==> config.mk <==
export PLATFORM = sky130hd
export DESIGN_NAME = proc_dout_uart_tx
export DESIGN_NICKNAME = d
export VERILOG_FILES = /design/src/rtl/proc_io_pkg.sv /design/src/rtl/sync_fifo.sv /design/src/rtl/proc_dout_uart_tx.sv
export SDC_FILE = /design/constraint.sdc
export NUM_CORES = 1
export LEC_CHECK = 0
export BUFFER_PORTS_ARGS = -buffer_cell sky130_fd_sc_hd__buf_2
export CORE_MARGIN = 2
export CORE_UTILIZATION = 45
export CTS_CLUSTER_DIAMETER = 30
export DETAILED_ROUTE_END_ITERATION = 7
export PLACE_DENSITY = 0.62
export SETUP_SLACK_MARGIN = 0.05
export SYNTH_ARGS = -nofsm -noshare
export SYNTH_HDL_FRONTEND = slang
export SYNTH_SLANG_ARGS = --single-unit
==> constraint.sdc <==
create_clock -name clk -period 6.45 [get_ports clk]
set_clock_uncertainty 0.15 [all_clocks]
set_input_delay 0.645 -clock clk [delete_from_list [all_inputs] [get_ports clk]]
set_output_delay 0.645 -clock clk [all_outputs]
set_load 0.005 [all_outputs]
==> src/rtl/proc_io_pkg.sv <==
// Shared types and framing constants for the processor output UART stage.
package proc_io_pkg;

  typedef enum logic [1:0] {IDLE, START, DATA, STOP} tx_state_t;

  localparam int unsigned FRAME_BITS = 10;
  localparam int unsigned WORD_BYTES = 2;

endpackage

==> src/rtl/sync_fifo.sv <==
// Single-clock FIFO with occupancy count; pushes when full and pops when empty are ignored.
module sync_fifo #(
  parameter int unsigned WIDTH = 16,
  parameter int unsigned DEPTH = 4
) (
  input  logic                     clk,
  input  logic                     reset,
  input  logic                     push,
  input  logic                     pop,
  input  logic [WIDTH-1:0]         wdata,
  output logic [WIDTH-1:0]         rdata,
  output logic                     full,
  output logic                     empty,
  output logic [$clog2(DEPTH):0]   count
);

  localparam int unsigned AW = $clog2(DEPTH);
  localparam logic [AW:0] FULL_CNT = (AW+1)'(DEPTH);

  logic [WIDTH-1:0] mem_q [DEPTH];
  logic [AW-1:0]    wr_ptr_q;
  logic [AW-1:0]    rd_ptr_q;
  logic [AW:0]      count_q;
  logic             do_push;
  logic             do_pop;

  assign do_push = push && !full;
  assign do_pop  = pop && !empty;

  always_ff @(posedge clk) begin
    if (!reset) begin
      wr_ptr_q <= '0;
      rd_ptr_q <= '0;
      count_q  <= '0;
    end else begin
      if (do_push) wr_ptr_q <= wr_ptr_q + 1'b1;
      if (do_pop)  rd_ptr_q <= rd_ptr_q + 1'b1;
      case ({do_push, do_pop})
        2'b10:   count_q <= count_q + 1'b1;
        2'b01:   count_q <= count_q - 1'b1;
        default: count_q <= count_q;
      endcase
    end
  end

  always_ff @(posedge clk) begin
    if (do_push) mem_q[wr_ptr_q] <= wdata;
  end

  assign rdata = mem_q[rd_ptr_q];
  assign full  = (count_q == FULL_CNT);
  assign empty = (count_q == '0);
  assign count = count_q;

endmodule

==> src/rtl/proc_dout_uart_tx.sv <==
// Buffers processor output words and serializes each as two 8N1 UART frames, low byte first.
module proc_dout_uart_tx
  import proc_io_pkg::*;
#(
  parameter int unsigned CLKS_PER_BIT = 4,
  parameter int unsigned DEPTH        = 4
) (
  input  logic        clk,
  input  logic        reset,
  input  logic        wr_en,
  input  logic [15:0] wr_data,
  output logic        full,
  output logic        busy,
  output logic        overflow,
  output logic        tx
);

  localparam int unsigned BW = (CLKS_PER_BIT > 1) ? $clog2(CLKS_PER_BIT) : 1;
  localparam int unsigned CW = $clog2(DEPTH) + 1;
  localparam logic [BW-1:0] BAUD_LAST = BW'(CLKS_PER_BIT - 1);
  localparam logic [CW-1:0] CNT_MAX   = CW'(DEPTH);

  tx_state_t   state_q;
  logic [BW-1:0] baud_q;
  logic [2:0]  bit_q;
  logic        byte_sel_q;
  logic [15:0] sr_q;
  logic        tx_q;
  logic        busy_q;
  logic        ovf_q;

  logic          fifo_push;
  logic          fifo_pop;
  logic [15:0]   fifo_rdata;
  logic          fifo_full;
  logic          fifo_empty;
  logic [CW-1:0] fifo_count;
  logic          baud_done;

  // Acceptance uses the pre-edge count, so a same-cycle pop never makes room.
  assign fifo_push = wr_en && (fifo_count < CNT_MAX);
  assign fifo_pop  = (state_q == IDLE) && !fifo_empty;
  assign baud_done = (baud_q == BAUD_LAST);

  sync_fifo #(
    .WIDTH(16),
    .DEPTH(DEPTH)
  ) u_fifo (
    .clk  (clk),
    .reset(reset),
    .push (fifo_push),
    .pop  (fifo_pop),
    .wdata(wr_data),
    .rdata(fifo_rdata),
    .full (fifo_full),
    .empty(fifo_empty),
    .count(fifo_count)
  );

  always_ff @(posedge clk) begin
    if (!reset) begin
      state_q    <= IDLE;
      baud_q     <= '0;
      bit_q      <= '0;
      byte_sel_q <= 1'b0;
      sr_q       <= '0;
      tx_q       <= 1'b1;
      busy_q     <= 1'b0;
      ovf_q      <= 1'b0;
    end else begin
      // Line and busy follow the state one cycle later, keeping both glitch-free.
      case (state_q)
        START:   tx_q <= 1'b0;
        DATA:    tx_q <= sr_q[0];
        default: tx_q <= 1'b1;
      endcase
      busy_q <= (state_q != IDLE);
      if (wr_en && !fifo_push) ovf_q <= 1'b1;

      case (state_q)
        IDLE: begin
          if (!fifo_empty) begin
            sr_q       <= fifo_rdata;
            byte_sel_q <= 1'b0;
            bit_q      <= '0;
            baud_q     <= '0;
            state_q    <= START;
          end
        end
        START: begin
          if (baud_done) begin
            baud_q  <= '0;
            state_q <= DATA;
          end else begin
            baud_q <= baud_q + 1'b1;
          end
        end
        DATA: begin
          if (baud_done) begin
            baud_q <= '0;
            sr_q   <= {1'b0, sr_q[15:1]};
            bit_q  <= bit_q + 1'b1;
            if (bit_q == 3'd7) state_q <= STOP;
          end else begin
            baud_q <= baud_q + 1'b1;
          end
        end
        STOP: begin
          if (baud_done) begin
            baud_q <= '0;
            if (!byte_sel_q) begin
              byte_sel_q <= 1'b1;
              state_q    <= START;
            end else begin
              state_q <= IDLE;
            end
          end else begin
            baud_q <= baud_q + 1'b1;
          end
        end
        default: state_q <= IDLE;
      endcase
    end
  end

  assign full     = fifo_full;
  assign busy     = busy_q;
  assign overflow = ovf_q;
  assign tx       = tx_q;

endmodule
; Word level (Yosys, flattened, before mapping)
; Memory sizes are Yosys's and may differ from the RTL's. A register that Yosys moved wholly into a read port is not among the register bits.
; Cells that the tools add are included.
[classes]
addsub = 6
order_cmp = 1
eq_ne = 13
mux = 25
n_reduce_logical = 18
[ops]
columns = cell, count
row1 = $mux 16, 2
row2 = $pmux 16 s2, 1
row3 = $mux 2, 9
row4 = $pmux 3 s2, 2
row5 = $ne 2x2->1 const B, 5
row6 = $eq 2x2->1 const B, 4
row7 = $pmux 2 s4, 1
row8 = $reduce_bool 2->1, 4
row9 = $add 2x1->2 const B, 3
row10 = $add 3x1->3 const B, 2
row11 = $eq 3x3->1 const B, 2
row12 = $mux 3, 2
row13 = $reduce_and 3->1, 2
row14 = $logic_and 1x1->1, 5
row15 = $mux 1, 5
row16 = $reduce_and 5->1, 1
row17 = $eq 2x1->1 const B, 2
row18 = $pmux 1 s2, 2
row19 = $pmux 2 s2, 1
row20 = $logic_not 1->1, 3
row21 = $logic_not 3->1, 1
row22 = $lt 3x3->1 const B, 1
row23 = $reduce_or 3->1, 1
row24 = $sub 3x1->3 const B, 1
row25 = $logic_not 2->1, 1
[word_totals]
reg_bits = 34
mem_bits_rw = 64
inputBits = 19
output_inout_bits = 4
mem_count = 1
[memory_table]
columns = name, depth, width, read_ports, rd_clocked_by_memory_dff, wr, line_no
row1 = u_fifo.mem_q, 4, 16, 1, 1, 1, sync_fifo.sv:20  ; logic [WIDTH-1:0] mem_q [DEPTH];

; Depth between registers and ports, before layout
[depth]
depth_word = 6
mapped_depth = 11

; Modules after synthesis
; From an unflattened synthesis, not the netlist that was laid out.
[hier_totals]
cells_unflattened = 278
area_unflattened_um2 = 4271.6
[by_module_without_submodules]
columns = mod, instances, cells_per_inst, area_per_inst_um2, seq_area_each_um2
row1 = sync_fifo, 1, 138, 2817.7, 2102.0
row2 = proc_dout_uart_tx, 1, 140, 1453.9, 540.5

; Worst setup path before layout
; No wires, ideal clock.
[synth_path]
path_type = input to register
from = in wr_en
to = reg u_fifo.count_q[2] (netlist: u_fifo.count[2])
setup_time_ps = 72
t_arrival_ps = 2131
setup_slack_ps = 4097
path_stages = 9
n_path_buf = 1
path_cell_list = and2b_1 > clkbuf_1 > inv_1 > ha_1 > inv_1 > fa_1 > xor2_1 > or3_1 > a21oi_1
[synth_between]
elab_chain_cells = 4
elab_cells_between_ends = 6
[synth_lines]
columns = element, line_no
row1 = start: declaration, proc_dout_uart_tx.sv:10  ; input logic wr_en,
row2 = $logic_and 1x1->1 *, proc_dout_uart_tx.sv:41  ; assign fifo_push = wr_en && (fifo_count < CNT_MAX);
row3 = $logic_and 1x1->1 *, sync_fifo.sv:27  ; assign do_push = push && !full;
row4 = $eq 2x1->1 or $eq 2x2->1 (tied branches), sync_fifo.sv:38  ; case ({do_push, do_pop})
row5 = $pmux 3 s2 or $reduce_bool 2->1 (tied branches), n/a
row6 = end signal: assignment, sync_fifo.sv:39  ; 2'b10: count_q <= count_q + 1'b1;
row7 = end signal: assignment, sync_fifo.sv:40  ; 2'b01: count_q <= count_q - 1'b1;
row8 = end signal: assignment, sync_fifo.sv:41  ; default: count_q <= count_q;
row9 = end: declaration, sync_fifo.sv:23  ; logic [AW:0] count_q;
; Mark *: on every way between the ends. The rest lies on a longest branch, timed or not.
; A chain may end at the register's enable or synchronous reset.

; Worst setup path in the final report
[layout_path]
from = reg state_q[0]
to = reg sr_q[12]
[layout_between]
elab_chain_cells = 3
elab_cells_between_ends = 7
[layout_lines]
columns = element, line_no
row1 = start: declaration, proc_dout_uart_tx.sv:23  ; tx_state_t state_q;
row2 = start signal: assignment, proc_dout_uart_tx.sv:62  ; state_q <= IDLE;
row3 = start signal: assignment, proc_dout_uart_tx.sv:87  ; state_q <= START;
row4 = start signal: assignment, proc_dout_uart_tx.sv:93  ; state_q <= DATA;
row5 = $eq 2x2->1 or $logic_not 2->1 (tied branches), proc_dout_uart_tx.sv:80  ; case (state_q)
row6 = $ne 2x2->1 (no source line) or $reduce_bool 2->1 (tied branches), n/a
row7 = $reduce_and 3->1 (no source line), n/a
row8 = end signal: assignment, proc_dout_uart_tx.sv:83  ; sr_q <= fifo_rdata;
row9 = end signal: assignment, proc_dout_uart_tx.sv:101  ; sr_q <= {1'b0, sr_q[15:1]};
row10 = end: declaration, proc_dout_uart_tx.sv:27  ; logic [15:0] sr_q;
; Parallel ways exist; a longest one is shown, timed or not.

==> summary.md <==
| Metric | Value |
|---|---|
| Status | finished clean |
| PwrDens | 468.2 nW/um2 |
| RR Endpoint | sr_q[12] |
| F_max | roughly 350 MHz |
| EDFF count, synth | 64 |
| FF-to-FF path depth | 5 |
| Largest net degree at the start of global routing | 32 |
| Pre-Repair DR Iteration Count | 6 |
| Vias post-DR | 2,359 |
| Clock sinks | 100 |
| Worst Setup Start Kind | flop |
| Die Area | slightly above 10,000 um2 |
| Ports | 23 |
| WP data arrival | around 2.9 ns |
| Final period utilization | 0.4410 |
| Ys flop type | edfxtp_1 |
| Hold Path Class | flop to flop |
| Via-to-Cell Ratio | 5.617 |
| Final instance area | roughly 4600 um2 |
| Max-cap violations | 0 |
| Dpl cells | about 400 |
| Final wirelength | between 7000 and 8000 um |
| Antenna violations before repair | 0 |
| Hold_buf cts | 0 |
| Synth cell types | 42 |
| Post-synthesis async set-or-reset flop share | 0 |
| Mapped cell area | 4218 um2 |
| Final hold vios | 0 |
| CTS buffer count | 9 |
| Placeable Area | roughly 9200 um2 |
| Worst Path Max Fanout | 25 |
| Min-delay src | byte_sel_q |
| First-pass GRT wire length | 12,190 um |
| Port-buffer cells | 22 |
| Pleak | ~0.0016 uW |
| Placed inst area | 4360 um2 |
| Worst Hold Depth | 2 |
| Setup_tns | 0 ns |
| GRT Total Usage | 0.1587 |
| Worst VDD drop | between 0.15 and 0.2 mV |
| Diodes inserted | 0 |
| RSZ-0062 raised after global routing | no |
| Fin. max-slew vios | 0 |
| H-tree Lvls | 3 |
| CP Class | flop to flop |
| Slew margin rel. | 0.2328 |
| Worst Tran Pin Value | 1.148 ns |
| Syn nets | 320 |
| Critical Path End Type | flop |
| Vias in the first global route | 2,370 |
| Register clock-pin slew on the reported worst setup and hold paths | around 0.090 ns |
| Crit-path max cell delay | ~1 ns |
| Tot Pwr | 2146 uW |
| Synthesis-stage register bit count | 100 |
| Slowest-stage cell, CP | nor2_1 |
| Die W | 100.8 um |
| Clock Tree Buf Depth | 2 |
| Clock latency at the later pin of the worst-skew pair | ~0.36 ns |
| Antenna-violating nets left | 0 |
| Final cell count without fillers | 420 |
| R2R Setup Slk | 3.61 ns |
| Rows | 35 |
| Share of cells above drive strength 1 | 0.2783 |
| Mapped Cells | between 200 and 300 |
| CTS tree | yes |
| R2r startpoint | state_q[0] |
| Post-DP HPWL | ~4400 um |
| Initial Utilization | 0.4608 |
| Final setup violation count | 0 |
| GPL Wtd Cong | slightly above 0.7 |
| Average wire per standard cell | roughly 17 um |
| Synth Warn # | 0 |
| Mean Syn Cell Area | between 10 and 15 um2 |
| Layout area overhead | 8.662% |
| Die Height | a little over 100 um |
| Number of DRC markers in iteration 0 | ~130 |
| Final net count | roughly 340 |
| Post-CTS sizing | 0 |
| Seq/Total Area, Yosys | 0.6265 |
| Minimum clock period | around 2.8 ns |
| Worst Path Required | about 6.6 ns |
| Crit path cell chain | inv_1 -> ha_1 -> nor2_1 -> a222oi_1 -> a211oi_1 |
| Total grt overflow | 0 |
| Post-CTS setup buffers | 0 |
| Remaining DRCs | 0 |
| Capture endpoint of the worst hold path | byte_sel_q |
| Clk Tree Root Cell | clkbuf_8 |
==> power breakdown <==
| group | switching [uW] | internal, uW |
|---|---|---|
| clock | 201 | 227 |
| combinational | 489 | 356 |
| sequential | 67.4 | 805 |
| total | 758 | 1390 |
==> final cells by class <==
cell class	count	area, um2
Fill cell	802	4569
Sequential cell	100	2643
Multi-Input combinational cell	158	1416
Clock buffer	13	181.4
Tap cell	111	138.9
Timing Repair Buffer	23	117.6
Inverter	12	45.04
Clock inverter	3	41.29
==> placed cells by master, fill, tap and decap left out, types with 6 or more instances in the layout <==
cell type | Yosys | layout
edfxtp_1 | 64 | 64
a211oi_2 | 6 | 6
nand2_1 | 6 | 6
dfxtp_1 | 36 | 36
a21oi_4 | 6 | 6
ha_1 | 12 | 12
a222oi_1 | 15 | 15
clkbuf_8 | 0 | 9
mux2_2 | 31 | 31
inv_1 | 12 | 12
a21oi_1 | 16 | 16
a211oi_1 | 10 | 10
buf_2 | 6 | 22
nor2_1 | 13 | 13
==> metrics by stage <==
step | worst slack [ns] | util | hold slack, ns
final | 3.606 | 0.5008 | 0.3317
after global routing | 3.367 | 0.5008 | 0.3348
after CTS | 3.641 | 0.5008 | 0.3276
after detailed placement | 3.710 | 0.4764 | 0.3151
after global placement | 3.746 | 0.4764 | 0.2972
after floorplan | 4.097 | - | 0.2894
==> cells by family after synthesis <==
group	share of synthesized area
AOI/OAI and AO/OA	0.1338
xor gates and xnor gates	0.01038
adders and majority gates	0.04034
buffers and inverters	0.03767
DFF	0.6265
muxes	0.09997
and+or+nand+nor	0.05132
==> cell usage after synthesis (2+ instances only) <==
master    instances  area share
edfxtp_1         64        0.46
dfxtp_1          36        0.17
mux2_2           31       0.083
a21oi_1          16       0.019
a222oi_1         15       0.036
nor2_1           13       0.012
ha_1             12       0.036
inv_1            12       0.011
a211oi_1         10       0.018
clkbuf_1          7      0.0062
a211oi_2          6       0.018
a21oi_4           6       0.023
buf_2             6      0.0071
nand2_1           6      0.0053
mux2i_1           5       0.012
o21ai_0           5      0.0059
and2_1            4      0.0059
xor2_1            4      0.0083
nor2b_1           3      0.0045
buf_4             2      0.0036
buf_6             2      0.0053
nand4_1           2      0.0030
o31ai_1           2      0.0036
==> metal layers <==
metal | track usage | up-vias | share of wire
li1 | - | 1136 | -
met2 | 0.2574 | 62 | 0.48
met5 | 0 | - | 0
met4 | 0.06955 | 0 | 0.016
met3 | 0.02913 | 10 | 0.045
met1 | 0.2087 | 1151 | 0.46
==> state kept, by name, summed over array words and instances, names as in the netlist, named ones only <==
signal           cells
byte_sel_q           1
u_fifo.rd_ptr_q      2
state_q              2
busy                 1
bit_q                3
overflow             1
u_fifo.count         3
baud_q               2
tx                   1
u_fifo.wr_ptr_q      2
sr_q                16
u_fifo.mem_q        64
==> worst max path at each step <==
| stage | from | to | slack (ns) | cells after the start |
|---|---|---|---|---|
| after floorplan | wr_en | u_fifo.count[2] | 4.10 | 9 |
| after global placement | state_q[0] | sr_q[12] | 3.75 | 5 |
| after detailed placement | state_q[0] | sr_q[6] | 3.71 | 5 |
| after CTS | state_q[0] | sr_q[12] | 3.64 | 5 |
| after global routing | state_q[0] | sr_q[1] | 3.37 | 5 |
| final | state_q[0] | sr_q[12] | 3.61 | 5 |
==> critical path: cells and delay by family, from the launching register on <==
family                   cells  cell delay [ns]
AO/OA/AOI/OAI                2             0.55
buffers and inverters        1             0.09
flip-flops                   1             0.42
AND/OR/NAND/NOR              1             0.99
adder cells (fa/ha/maj)      1             0.54
No activity file was read; power rests on OpenSTA's default activity.
